**src/rtl/csel_pkg.sv**
```systemverilog
// -----------------------------------------------------------------------------
// csel_pkg
// Shared types and helpers for the pipelined carry-select adder.
//   stage_ctrl_t  : per-stage control payload (valid, carry, operand sign bits).
//                   The partial sum sits beside it because its width depends on
//                   the instance parameters.
//   block_cfg_ok  : legality check for a WIDTH/BLOCK pair.
// -----------------------------------------------------------------------------
package csel_pkg;

  typedef struct packed {
    logic valid;   // beat present in this stage
    logic carry;   // carry into the next slice (or carry into this one, on the source side)
    logic a_msb;   // sign of operand A
    logic bx_msb;  // sign of the conditioned operand B (~b in subtract mode)
  } stage_ctrl_t;

  // WIDTH must be a positive multiple of BLOCK, with BLOCK at least 1.
  function automatic bit block_cfg_ok(input int width, input int block);
    if (block < 1) return 1'b0;
    if (width < block) return 1'b0;
    return (width % block) == 0;
  endfunction

endpackage

```
**src/rtl/csel_slice.sv**
```systemverilog
// -----------------------------------------------------------------------------
// csel_slice
// Combinational BLOCK-bit carry-select slice. Both carry-in cases are summed
// up front; the late-arriving carry only drives the final mux.
//   a, b    : slice operands
//   cin_sel : carry into the slice, selects between the two precomputed sums
//   sum     : slice sum
//   cout    : carry out of the slice
// -----------------------------------------------------------------------------
module csel_slice #(
  parameter int BLOCK = 8
) (
  input  logic [BLOCK-1:0] a,
  input  logic [BLOCK-1:0] b,
  input  logic             cin_sel,
  output logic [BLOCK-1:0] sum,
  output logic             cout
);

  logic [BLOCK-1:0] sum_c0;
  logic [BLOCK-1:0] sum_c1;
  logic             cout_c0;
  logic             cout_c1;

  ripple_carry_adder #(.W(BLOCK)) u_rca_c0 (
    .a    (a),
    .b    (b),
    .cin  (1'b0),
    .sum  (sum_c0),
    .cout (cout_c0)
  );

  ripple_carry_adder #(.W(BLOCK)) u_rca_c1 (
    .a    (a),
    .b    (b),
    .cin  (1'b1),
    .sum  (sum_c1),
    .cout (cout_c1)
  );

  assign sum  = cin_sel ? sum_c1  : sum_c0;
  assign cout = cin_sel ? cout_c1 : cout_c0;

endmodule

```
**src/rtl/ripple_carry_adder.sv**
```systemverilog
// -----------------------------------------------------------------------------
// ripple_carry_adder
// Plain W-bit ripple-carry adder, used as the building block of each slice.
//   a, b : addends
//   cin  : carry in
//   sum  : a + b + cin, modulo 2^W
//   cout : carry out of bit W-1
// -----------------------------------------------------------------------------
module ripple_carry_adder #(
  parameter int W = 8
) (
  input  logic [W-1:0] a,
  input  logic [W-1:0] b,
  input  logic         cin,
  output logic [W-1:0] sum,
  output logic         cout
);

  logic [W:0] carry;

  assign carry[0] = cin;

  for (genvar gi = 0; gi < W; gi++) begin : g_bit
    assign sum[gi]     = a[gi] ^ b[gi] ^ carry[gi];
    assign carry[gi+1] = (a[gi] & b[gi]) | (carry[gi] & (a[gi] ^ b[gi]));
  end

  assign cout = carry[W];

endmodule

```
**src/rtl/csel_pipe_adder.sv**
```systemverilog
// -----------------------------------------------------------------------------
// csel_pipe_adder
// Pipelined carry-select adder/subtractor with a valid/ready stream interface.
// One BLOCK-bit slice is resolved per stage, so latency is WIDTH/BLOCK cycles
// and throughput is one beat per cycle.
//   clk, rst             : clock, synchronous active-high reset
//   in_valid / in_ready  : input handshake (in_ready ignores in_valid)
//   a, b, carry_in, sub  : operands; sub=1 computes a - b - carry_in
//   out_valid / out_ready: output handshake
//   sum, cout, overflow  : result mod 2^WIDTH, raw MSB carry, signed overflow
// -----------------------------------------------------------------------------
module csel_pipe_adder
  import csel_pkg::*;
#(
  parameter int WIDTH = 32,
  parameter int BLOCK = 8
) (
  input  logic             clk,
  input  logic             rst,
  input  logic             in_valid,
  output logic             in_ready,
  input  logic [WIDTH-1:0] a,
  input  logic [WIDTH-1:0] b,
  input  logic             carry_in,
  input  logic             sub,
  output logic             out_valid,
  input  logic             out_ready,
  output logic [WIDTH-1:0] sum,
  output logic             cout,
  output logic             overflow
);

  if (!block_cfg_ok(WIDTH, BLOCK)) begin : g_bad_cfg
    $fatal(1, "csel_pipe_adder: WIDTH must be a positive multiple of BLOCK");
  end

  localparam int NBLK = WIDTH / BLOCK;
  localparam int LAST = NBLK - 1;

  // Stage registers
  stage_ctrl_t      ctrl_reg [NBLK];
  logic [WIDTH-1:0] sum_reg  [NBLK];
  logic [WIDTH-1:0] a_reg    [NBLK];
  logic [WIDTH-1:0] bx_reg   [NBLK];
  logic             overflow_reg;

  // What each stage sees on its input side: stage 0 from the ports,
  // stage k from stage k-1. ctrl_src.carry is the carry INTO the stage.
  stage_ctrl_t      ctrl_src [NBLK];
  logic [WIDTH-1:0] sum_src  [NBLK];
  logic [WIDTH-1:0] a_src    [NBLK];
  logic [WIDTH-1:0] bx_src   [NBLK];

  logic [BLOCK-1:0] slice_sum  [NBLK];
  logic             slice_cout [NBLK];
  logic [WIDTH-1:0] sum_next   [NBLK];
  logic             overflow_next;

  logic             advance;
  logic [WIDTH-1:0] bx_in;
  logic             cin_eff;

  // The whole pipeline moves in lockstep, so a single enable suffices.
  assign advance  = !ctrl_reg[LAST].valid || out_ready;
  assign in_ready = advance;

  always_comb begin
    // Subtraction as a + ~b + 1, with carry_in acting as borrow-in.
    bx_in   = sub ? ~b : b;
    cin_eff = sub ? ~carry_in : carry_in;

    ctrl_src[0] = '{valid: in_valid, carry: cin_eff, a_msb: a[WIDTH-1], bx_msb: bx_in[WIDTH-1]};
    sum_src[0]  = '0;
    a_src[0]    = a;
    bx_src[0]   = bx_in;
    for (int k = 1; k < NBLK; k++) begin
      ctrl_src[k] = ctrl_reg[k-1];
      sum_src[k]  = sum_reg[k-1];
      a_src[k]    = a_reg[k-1];
      bx_src[k]   = bx_reg[k-1];
    end
  end

  for (genvar gi = 0; gi < NBLK; gi++) begin : g_stage
    csel_slice #(.BLOCK(BLOCK)) u_slice (
      .a       (a_src[gi][gi*BLOCK +: BLOCK]),
      .b       (bx_src[gi][gi*BLOCK +: BLOCK]),
      .cin_sel (ctrl_src[gi].carry),
      .sum     (slice_sum[gi]),
      .cout    (slice_cout[gi])
    );
  end

  always_comb begin
    for (int k = 0; k < NBLK; k++) begin
      sum_next[k] = sum_src[k];
      sum_next[k][k*BLOCK +: BLOCK] = slice_sum[k];
    end
    // Same-sign operands producing a result of the other sign. The MSB of the
    // result is the top bit of the last slice, resolved in this very stage.
    overflow_next = (ctrl_src[LAST].a_msb == ctrl_src[LAST].bx_msb) &&
                    (slice_sum[LAST][BLOCK-1] != ctrl_src[LAST].a_msb);
  end

  always_ff @(posedge clk) begin
    if (rst) begin
      for (int k = 0; k < NBLK; k++) begin
        ctrl_reg[k] <= '0;
        sum_reg[k]  <= '0;
        a_reg[k]    <= '0;
        bx_reg[k]   <= '0;
      end
      overflow_reg <= 1'b0;
    end else if (advance) begin
      for (int k = 0; k < NBLK; k++) begin
        ctrl_reg[k] <= '{valid:  ctrl_src[k].valid,
                         carry:  slice_cout[k],
                         a_msb:  ctrl_src[k].a_msb,
                         bx_msb: ctrl_src[k].bx_msb};
        sum_reg[k]  <= sum_next[k];
        a_reg[k]    <= a_src[k];
        bx_reg[k]   <= bx_src[k];
      end
      overflow_reg <= overflow_next;
    end
  end

  assign out_valid = ctrl_reg[LAST].valid;
  assign sum       = sum_reg[LAST];
  assign cout      = ctrl_reg[LAST].carry;
  assign overflow  = overflow_reg;

endmodule

```
**config.mk**
```make
export PLATFORM = sky130hd
export DESIGN_NAME = csel_pipe_adder
export DESIGN_NICKNAME = d
export VERILOG_FILES = /design/src/rtl/csel_pkg.sv /design/src/rtl/csel_slice.sv /design/src/rtl/ripple_carry_adder.sv /design/src/rtl/csel_pipe_adder.sv
export SDC_FILE = /design/constraint.sdc
export NUM_CORES = 1
export LEC_CHECK = 0
export CORE_UTILIZATION = 30
export DETAILED_ROUTE_END_ITERATION = 12
export DONT_BUFFER_PORTS = 1
export PLACE_DENSITY = 0.44
export SKIP_LAST_GASP = 1
export SLEW_MARGIN = 20
export SYNTH_ARGS = -nofsm -noshare
export SYNTH_HDL_FRONTEND = slang
export SYNTH_SLANG_ARGS = --single-unit
```
**constraint.sdc**
```tcl
create_clock -name clk -period 11.8 [get_ports clk]
set_input_delay 1.18 -clock clk [delete_from_list [all_inputs] [get_ports clk]]
set_output_delay 1.18 -clock clk [all_outputs]
set_load 0.02 [all_outputs]
```
==> results of run 1 <==
layout make-up:
cell class	count	area [µm²]
sequential	185	5550
tap	384	480
clock buffer	17	425
multi-input combinational	269	2970
timing repair buffer	4	42.5
clock inverter	14	219
inverter	38	143
fill	2802	19300
stage by stage:
step	hold WS [ps]	util [%]	std cells
after floorplan	537	-	538
after global placement	552	31.6	880
after detailed placement	552	31.6	880
after global routing	587	33.8	911
after CTS	569	33.8	911
final	558	33.8	911
worst paths after layout:
check,end,depth (start not counted)
max,sum_reg[0][7],16
min,sum_reg[3][10],1
max reg2reg,sum_reg[1][15],12
min reg2reg,sum_reg[3][10],1
critical path: stages:
cell and delay, ps:
xor2_1 190, inv_1 70, ha_1 170, inv_1 50
mux2i_1 80, fa_1 390, fa_1 400, fa_1 400
fa_1 380, inv_1 80, fa_1 160, inv_1 60
fa_1 350, inv_1 70, fa_1 400, nor3b_1 150
layout by cell type (no fill, tap or decap):
cell / synthesis / layout
ha_1: 9 / 9
or4bb_1: 1 / 1
nor2b_4: 0 / 1
nand2b_4: 0 / 1
o21ai_0: 2 / 2
inv_1: 38 / 38
xor2_1: 4 / 4
inv_6: 0 / 3
clkinv_4: 0 / 1
clkbuf_16: 0 / 17
nand2_1: 2 / 2
nor3b_1: 52 / 52
buf_12: 0 / 1
buf_4: 3 / 3
xnor3_1: 1 / 1
clkinvlp_4: 0 / 2
dfxtp_1: 1 / 1
fa_1: 28 / 28
inv_8: 0 / 1
nor3_1: 16 / 16
xnor2_1: 33 / 33
nor3b_2: 90 / 90
clkinv_1: 0 / 2
o41ai_2: 1 / 1
mux2i_1: 2 / 2
edfxtp_1: 184 / 184
bufinv_16: 0 / 5
nor3_2: 26 / 26
cells by family after synthesis:
logic type	count (synthesis)	share of synthesized area, %
fa+ha+maj	37	7.49
buf+inv	84	5.42
mux	2	0.223
flops	185	61.7
simple gates	189	21.0
compound gates	3	0.292
xor+xnor	38	3.86
routing by layer:
metal | global-route usage, % | wire [µm] | vias to the layer above
met4 | 4.13 | 172 | 0
met1 | 13.4 | 6960 | 2008
met3 | 3.70 | 617 | 11
li1 | - | - | 1881
met2 | 15.5 | 6990 | 75
met5 | 0 | 0 | -
power by group through the flow:
| stage | clock [mW] | sequential (mW) | combinational (mW) |
|---|---|---|---|
| after floorplan | 0 | 0.811 | 0.0964 |
| after detailed placement | 0 | 0.817 | 0.0940 |
| after global routing | 0.682 | 0.807 | 0.107 |
| after global placement | 0 | 0.816 | 0.0930 |
| after CTS | 0.660 | 0.803 | 0.0951 |
| final | 0.635 | 0.802 | 0.0928 |
==> out/results.ini, run 1 <==
[run_status]
status=complete, no violations

[setup_path]
setup.worst_path.class=in -> reg
cp-end-kind=flop
required_ps=11950
crit_arrival_ps=4570
r2r_start=bx_reg[0][8]
critPathLaunchType=input port
crit_path_start=sub
crit_fanout=34
regToRegSetupSlack_ps=7740

[drt]
drt-pass1-iter-count=4
wire_per_inst_um=16.2
drt_iter0_drc=249
wl_um=14700
vias_per_cell=4.36
num_vias=3975
antenna_left=0
drcViolationCount=0

[synthesis]
syn-num-nets=645
yosysWarnings=0
synthCells=538
syn_avg_cell_area_um2=16.7
syn_area_um2=8990
synthArstFlopShare_pct=0
synth_common_cells=184 x edfxtp_1, 90 x nor3b_2, 52 x nor3b_1
synth-main-ff-cell=edfxtp_1
synth_area_leaders=edfxtp_1 61%, nor3b_2 13%, fa_1 6.2%
synth_edf_count=184
yosys.area.top_type=edfxtp_1
yosysSeqAreaShare_pct=61.7
yosys_register_bits=185
synth_cell_type_count=24
yosysMostFrequentCell=edfxtp_1
yosysTopAreaCellShare_pct=61.5

[global_route]
grt_antenna_before_repair=0
grt_start_max_net_pins=188
grt_usage_pct=10.3
grt_pass1_wl_um=24000
grt_pass1_vias=4206
grt-ovfl-total=0

[power]
max-vdd-ir-drop_uv=93.7
power.internal_mw=1.21
power_density_nw_per_um2=156
finalPower_mw=1.53
power.clock.fraction_pct=41.5
switching_share_pct=21.0
p_leak_nw=3.62
power_switching_mw=0.322
seq_power_share_pct=52.4
combPwrFrac_pct=6.1

[die]
die_area_um2=30600
num_rows=62
die_y_um=175
die_x_um=175
core_um2=29100
io-pin-count=106
start_util_pct=30.9

[cts]
numClockSinks=185
post-cts-setup-buffers=0
clock_latency_ps=430
htreeDepth=4
holdBufCountCts=0
path_clk_slew_ps=80
cts_resized=0
cts_buffers=17
cts-root-buf=clkbuf_16
cts.path.max_buffers=2
cts_tree=done

[timing]
grt_setup_unrepaired=false
maxSlewViolCount=0
min_period_ps=4420
fmax_mhz=226
fin_crit_sh_pct=37.5
final-hold-violation-count=0
slew_headroom_pct=36.2
fin_skew_ps=10.8
tns_ps=0
tightest_slew_ps=957
worst_slack_ps=7380
setup_violations=0

[run]
max_cap_viol_count=0

[hold_path]
min_from=sum_reg[2][10]
min_path_type=reg -> reg

[placement]
io_buffers=0
placed_cell_area_um2=9180
dp_slack_ps=6920
hpwl_um=8080
gp_congestion=0.699

[final_layout]
nets=622
area_growth_pct=9.33
largest_reg_flops=80
drive_above_1_share_pct=28.8
postLayoutCellArea_um2=9820
diodes=0

Note: power is estimated with default switching activity, not from simulation.
==> inputs of run 2 (changes only) <==
PLACE_DENSITY = 0.45   (was 0.44)
clock period = 4.05 ns   (was 11.8 ns; I/O delays follow)
==> run 2 against run 1 <==
  * Final area shrank 0.62%
  * Total power grew to 2.8 times the previous value
  * Critical path depth shrank 1
  * Flip-flop and latch count is the same
  * Via count shrank 0.13%
  * Routed wire length grew 0.11%
  * Largest cell class unchanged
  * Highest routed layer unchanged
==> out/results.ini, run 2 (synthesis results as in run 1) <==
[setup_path]
r2r_end=overflow
cp-end-kind=flop
setup.worst_path.class=reg -> reg
regToRegSetupSlack_ps=170
crit_fanout=2
required_ps=4370
crit_path_top_delay_cell=fa_1
critPathLaunchType=flop
critPathMaxStageDelay_ps=450
rr_worst_depth=15
path_cells=ha_1 > inv_1 > mux2i_1 > fa_1 > fa_2 > fa_2 > fa_1 > inv_1 > fa_1 > inv_1 > fa_1 > inv_1 > fa_1 > xor2_1 > o41ai_2
critPathBufInv=4
r2r_start=a_reg[0][88]
critical-path-top-delay-family=adder cells
crit_arrival_ps=4200
cpMostUsedCell=fa_1

[hold_path]
min_path_type=in -> reg
min_from=rst
min_path_cells=1
min_delay_worst_endpoint=a_reg[0][59]

[timing]
fin_skew_ps=12.0
fin_crit_sh_pct=95.8
final-hold-violation-count=0
fmax_mhz=258
maxSlewViolCount=0
grt_setup_unrepaired=true
tightest_slew_ps=755
slew_headroom_pct=49.7
setup_violations=0
min_period_ps=3880

[drt]
wl_um=14700
drt_iter0_drc=260
drt-pass1-iter-count=5
drcViolationCount=0
num_vias=3970
vias_per_cell=4.35
wire_per_inst_um=16.2
antenna_left=0

[power]
finalPower_mw=4.21
combPwrFrac_pct=6.5
power.internal_mw=3.28
power_density_nw_per_um2=431
power_switching_mw=0.930
p_leak_nw=3.58
seq_power_share_pct=55.4
max-vdd-ir-drop_uv=243
switching_share_pct=22.1
power.clock.fraction_pct=38.1

[run]
max_cap_viol_count=0

[cts]
post-cts-setup-buffers=0
path_clk_slew_ps=70
holdBufCountCts=0
cts_resized=0
cts-root-buf=clkbuf_16
numClockSinks=185
cts.path.max_buffers=2
cts_buffers=17
cts_tree=done
htreeDepth=4
clock_latency_ps=420

[final_layout]
final_common_cell=edfxtp_1
diodes=0
final_cells=913
fill_cells=2810
multi_input_area_um2=2980
area_growth_pct=8.65
most-common-layout-cells=184 x edfxtp_1, 90 x nor3b_2, 52 x nor3b_1
seqCellArea_um2=5550
drive_above_1_share_pct=29.3
nets=623
largest_reg_flops=80

[placement]
gp_congestion=0.716
placed_cells=881
io_buffers=0
hpwl_um=8040

[global_route]
grt_usage_pct=10.0
grt_use_met2_pct=15.3
grt-ovfl-total=0
grt_pass1_vias=4173
grtUsageMet3_pct=3.09
grt.busiest_layer=met2
grt_antenna_before_repair=0
grtUsageMet1_pct=13.5
grt_pass1_wl_um=23900
grt_start_max_net_pins=188

[die]
io-pin-count=106
start_util_pct=30.9
die_y_um=175
die_area_um2=30600
num_rows=62
core_um2=29100
die_x_um=175

[run_status]
status=complete, no violations

==> run 2: cell count changes in the layout (fill, tap and decap cells not counted) <==
cell / delta
buf_12: +1
bufinv_16: -4
clkbuf_1: +3
clkinv_1: -1
clkinv_2: +1
clkinv_4: +4
clkinvlp_4: -1
fa_1: -3
fa_2: +3
inv_6: -1
o21ai_0: -2
o21ai_1: +2
==> run 2: worst max-delay path by stage <==
stage                     slack [ps]         start              to  depth (start not counted)
after floorplan                   50           sub   sum_reg[0][7]                         17
after global placement            50  bx_reg[0][8]  sum_reg[1][15]                         12
after detailed placement          10           sub   sum_reg[0][7]                         16
after CTS                         20  bx_reg[0][8]  sum_reg[1][15]                         12
after global routing             -40  bx_reg[0][8]  sum_reg[1][15]                         14
final                            170  a_reg[0][88]        overflow                         15
==> run 2: layout make-up <==
| cell class | instances | share of cell area, % |
|---|---|---|
| sequential | 185 | 56.8 |
| multi-input combinational | 269 | 30.5 |
| tap | 384 | 4.92 |
| clock buffer | 20 | 4.47 |
| inverter | 38 | 1.46 |
| clock inverter | 12 | 1.22 |
| timing repair buffer | 5 | 0.641 |
==> run 2: layer usage <==
| layer | part of all wire [%] | vias up |
|---|---|---|
| met4 | 1.0 | 0 |
| met1 | 47 | 2002 |
| met3 | 4.1 | 8 |
| met5 | 0 | - |
| li1 | - | 1887 |
| met2 | 47 | 73 |
==> run 2: metrics by stage <==
stage | instance area, µm² | setup slack (ps) | utilization [%] | TNS, ps | hold slack (ps)
after floorplan | 8990 | 54.0 | - | 0 | 537
after global placement | 9200 | 48.9 | 31.6 | 0 | 547
after detailed placement | 9200 | 10.5 | 31.6 | 0 | 552
after CTS | 9760 | 22.5 | 33.5 | 0 | 95.1
after global routing | 9760 | -40.2 | 33.6 | -44.1 | 85.0
final | 9760 | 170 | 33.6 | 0 | 180
==> run 2: power by group through the flow <==
stage / Clock, mW / Combinational [mW] / Sequential (mW)
2_1_floorplan: 0 / 0.281 / 2.36
3_3_place_gp: 0 / 0.274 / 2.38
3_5_place_dp: 0 / 0.278 / 2.38
4_1_cts: 1.67 / 0.281 / 2.34
5_1_grt: 1.74 / 0.311 / 2.35
6_report: 1.60 / 0.274 / 2.34
==> run 2: worst register-to-register path: cells and delay by family (launching register included) <==
| family | cells | cell delay [ps] |
|---|---|---|
| multiplexers | 1 | 80 |
| buffers and inverters | 4 | 250 |
| adder cells (fa/ha/maj) | 8 | 2630 |
| AO/OA/AOI/OAI | 1 | 220 |
| XOR/XNOR | 1 | 190 |
| flip-flops | 1 | 410 |
==> inputs of run 3 (changes only) <==
CORE_UTILIZATION = 40   (was 30)
PLACE_DENSITY = 0.56   (was 0.45)
SYNTH_HIERARCHICAL = 1   (was not set)
==> run 3 against run 2 <==
  * The run now ends with negative setup slack left
  * Sequential share of layout area fell by 7.6 points
  * Critical path type unchanged
  * Total power rose by 7.0%
  * Critical path depth did not move
  * Cell count rose by 5.7%
  * Flip-flop and latch count did not move
  * Non-clock buffer count rose by 1
  * Synthesized cell count rose by 20%
  * Die area fell by 13%
  * Clock power barely moved
  * Highest routed layer unchanged
  * Final area rose by 15%
  * Critical endpoint unchanged
  * Clock-buffer cell count fell by 3
==> out/results.ini, run 3 <==
[setup_path]
setup.worst_path.class=reg -> reg
cp-end-kind=flop
critPathLaunchType=flop
crit_arrival_ps=4620
required_ps=4380
crit_fanout=3

[die]
core_um2=25400
die_y_um=164
io-pin-count=106
num_rows=58
die_area_um2=26800
die_x_um=164
start_util_pct=41.1

[drt]
antenna_left=0
drcViolationCount=0
wl_um=16100
wl_met2_um=8030
wl_met1_um=7340
wire_per_inst_um=16.7
topRoutingLayerUsed=met4
vias_per_cell=4.77
drt_iter0_drc=214
drt-pass1-iter-count=6
num_vias=4605
wl_met3_um=531

[synthesis]
syn_area_um2=10500
synth_compound_area_share_pct=0.144
synth_cell_type_count=23
yosysSeqAreaShare_pct=53.1
synth-simple-area-share_pct=19.7
synthArstFlopShare_pct=0
syn-num-nets=781
synth_top_family_by_area=simple AND/OR/NAND/NOR gates
synthCells=647
yosysTopAreaCellShare_pct=52.9
yosysWarnings=6
synth_fa_ha_area_share_pct=12.3
yosys.area.top_type=edfxtp_1
synth_area_leaders=edfxtp_1 53%, nor3b_2 14%, fa_1 12%
synthMuxAreaShare_pct=5.17
synth-main-ff-cell=edfxtp_1
syn_avg_cell_area_um2=16.2
synth_xor_area_share_pct=2.77
yosysMostFrequentCell=edfxtp_1
synth_edf_count=184
yosys_register_bits=185
synth_common_cells=184 x edfxtp_1, 120 x nor3b_2, 80 x inv_1

[timing]
min_period_ps=4280
setup_violations=1
tightest_slew_ps=798
maxSlewViolCount=0
fin_skew_ps=10.8
final-hold-violation-count=0
fmax_mhz=234
worst_slack_ps=-231
slew_headroom_pct=46.8
fin_crit_sh_pct=106
grt_setup_unrepaired=true
fin_hold_ws_ps=164

[run_status]
status=finished, violations left
violations=negative setup slack

[final_layout]
area_growth_pct=7.79
final_common_cell=edfxtp_1
fill_cells=2263
most-common-layout-cells=184 x edfxtp_1, 123 x nor3b_2, 76 x inv_1
nets=756
drive_above_1_share_pct=42.2
largest_reg_flops=80
diodes=0
postLayoutCellArea_um2=11300

[placement]
gp_congestion=0.724
hpwl_um=10100
placed_cell_area_um2=10600
io_buffers=0

[cts]
cts_buffers=17
post-cts-setup-buffers=0
cts-root-buf=clkbuf_16
numClockSinks=185
holdBufCountCts=0
htreeDepth=4
cts.path.max_buffers=2
clock_latency_ps=430
cts_tree=done
path_clk_slew_ps=80

[run]
max_cap_viol_count=0

[power]
max-vdd-ir-drop_uv=198
p_leak_nw=4.34
power_density_nw_per_um2=400

[global_route]
grt_start_max_net_pins=187
grt-ovfl-total=0
grt_pass1_wl_um=26800
grt_antenna_before_repair=0
grt_pass1_vias=5022
grt_usage_pct=13.1

[hold_path]
min_path_type=in -> reg

run 3: power breakdown:
group          switching, mW  internal, mW
logic                  0.187         0.332
registers              0.105          2.28
clock network          0.793         0.813
total                   1.08          3.42
run 3: path summary, 6_finish.rpt:
kind         slack (ps)  cells after the start     startpoint       endpoint
max reg2reg        -230                     15   a_reg[0][88]       overflow
min                 160                      1            rst  bx_reg[0][13]
max                -230                     15   a_reg[0][88]       overflow
min reg2reg         560                      1  bx_reg[0][30]  bx_reg[0][62]
run 3: through the flow:
stage / worst slack (ps) / instances / power (mW) / TNS (ps) / util (%)
2_1_floorplan: -51.2 / 647 / 2.90 / -51.2 / -
3_3_place_gp: -162 / 933 / 2.93 / -344 / 41.9
3_5_place_dp: -254 / 933 / 2.95 / -984 / 41.9
4_1_cts: -240 / 965 / 4.57 / -240 / 44.2
5_1_grt: -466 / 965 / 4.72 / -512 / 44.3
6_report: -231 / 965 / 4.50 / -231 / 44.3
run 3: critical path, stage by stage, from the launching register on:
cell and delay, ps:
edfxtp_1 450, fa_2 400, inv_1 70, fa_1 160, inv_1 50, fa_2 340, fa_2 370, fa_2 350
fa_2 340, fa_1 360, inv_1 70, fa_1 400, inv_1 60, mux2_4 150, or3b_1 360, a311oi_2 260
run 3: timing repair:
item                       4_1_cts  5_1_grt
setup endpoints to repair        5        6
gates resized for setup         13        8
pin swaps                        5        8
run 3: cell type report:
type | count | area, µm² | share of cell area (%)
Sequential cell | 185 | 5550 | 49.2
Clock inverter | 15 | 134 | 1.19
Inverter | 81 | 304 | 2.70
Clock buffer | 17 | 425 | 3.78
Tap cell | 330 | 413 | 3.67
Multi-Input combinational cell | 331 | 4370 | 38.8
Timing Repair Buffer | 6 | 70.1 | 0.622
run 3: kinds of logic after synthesis:
kind of cell | Yosys count
DFF | 185
other | 8
and+or+nand+nor | 189
AOI/OAI and AO/OA | 1
adders and majority gates | 64
xor gates and xnor gates | 33
muxes | 36
buffers and inverters | 131
run 3: per-layer routing:
layer  track usage, %  up-vias
met1             17.4     2335
li1                 -     2181
met2             21.2       76
met4             4.50        0
met3             2.77       13
met5                0        -
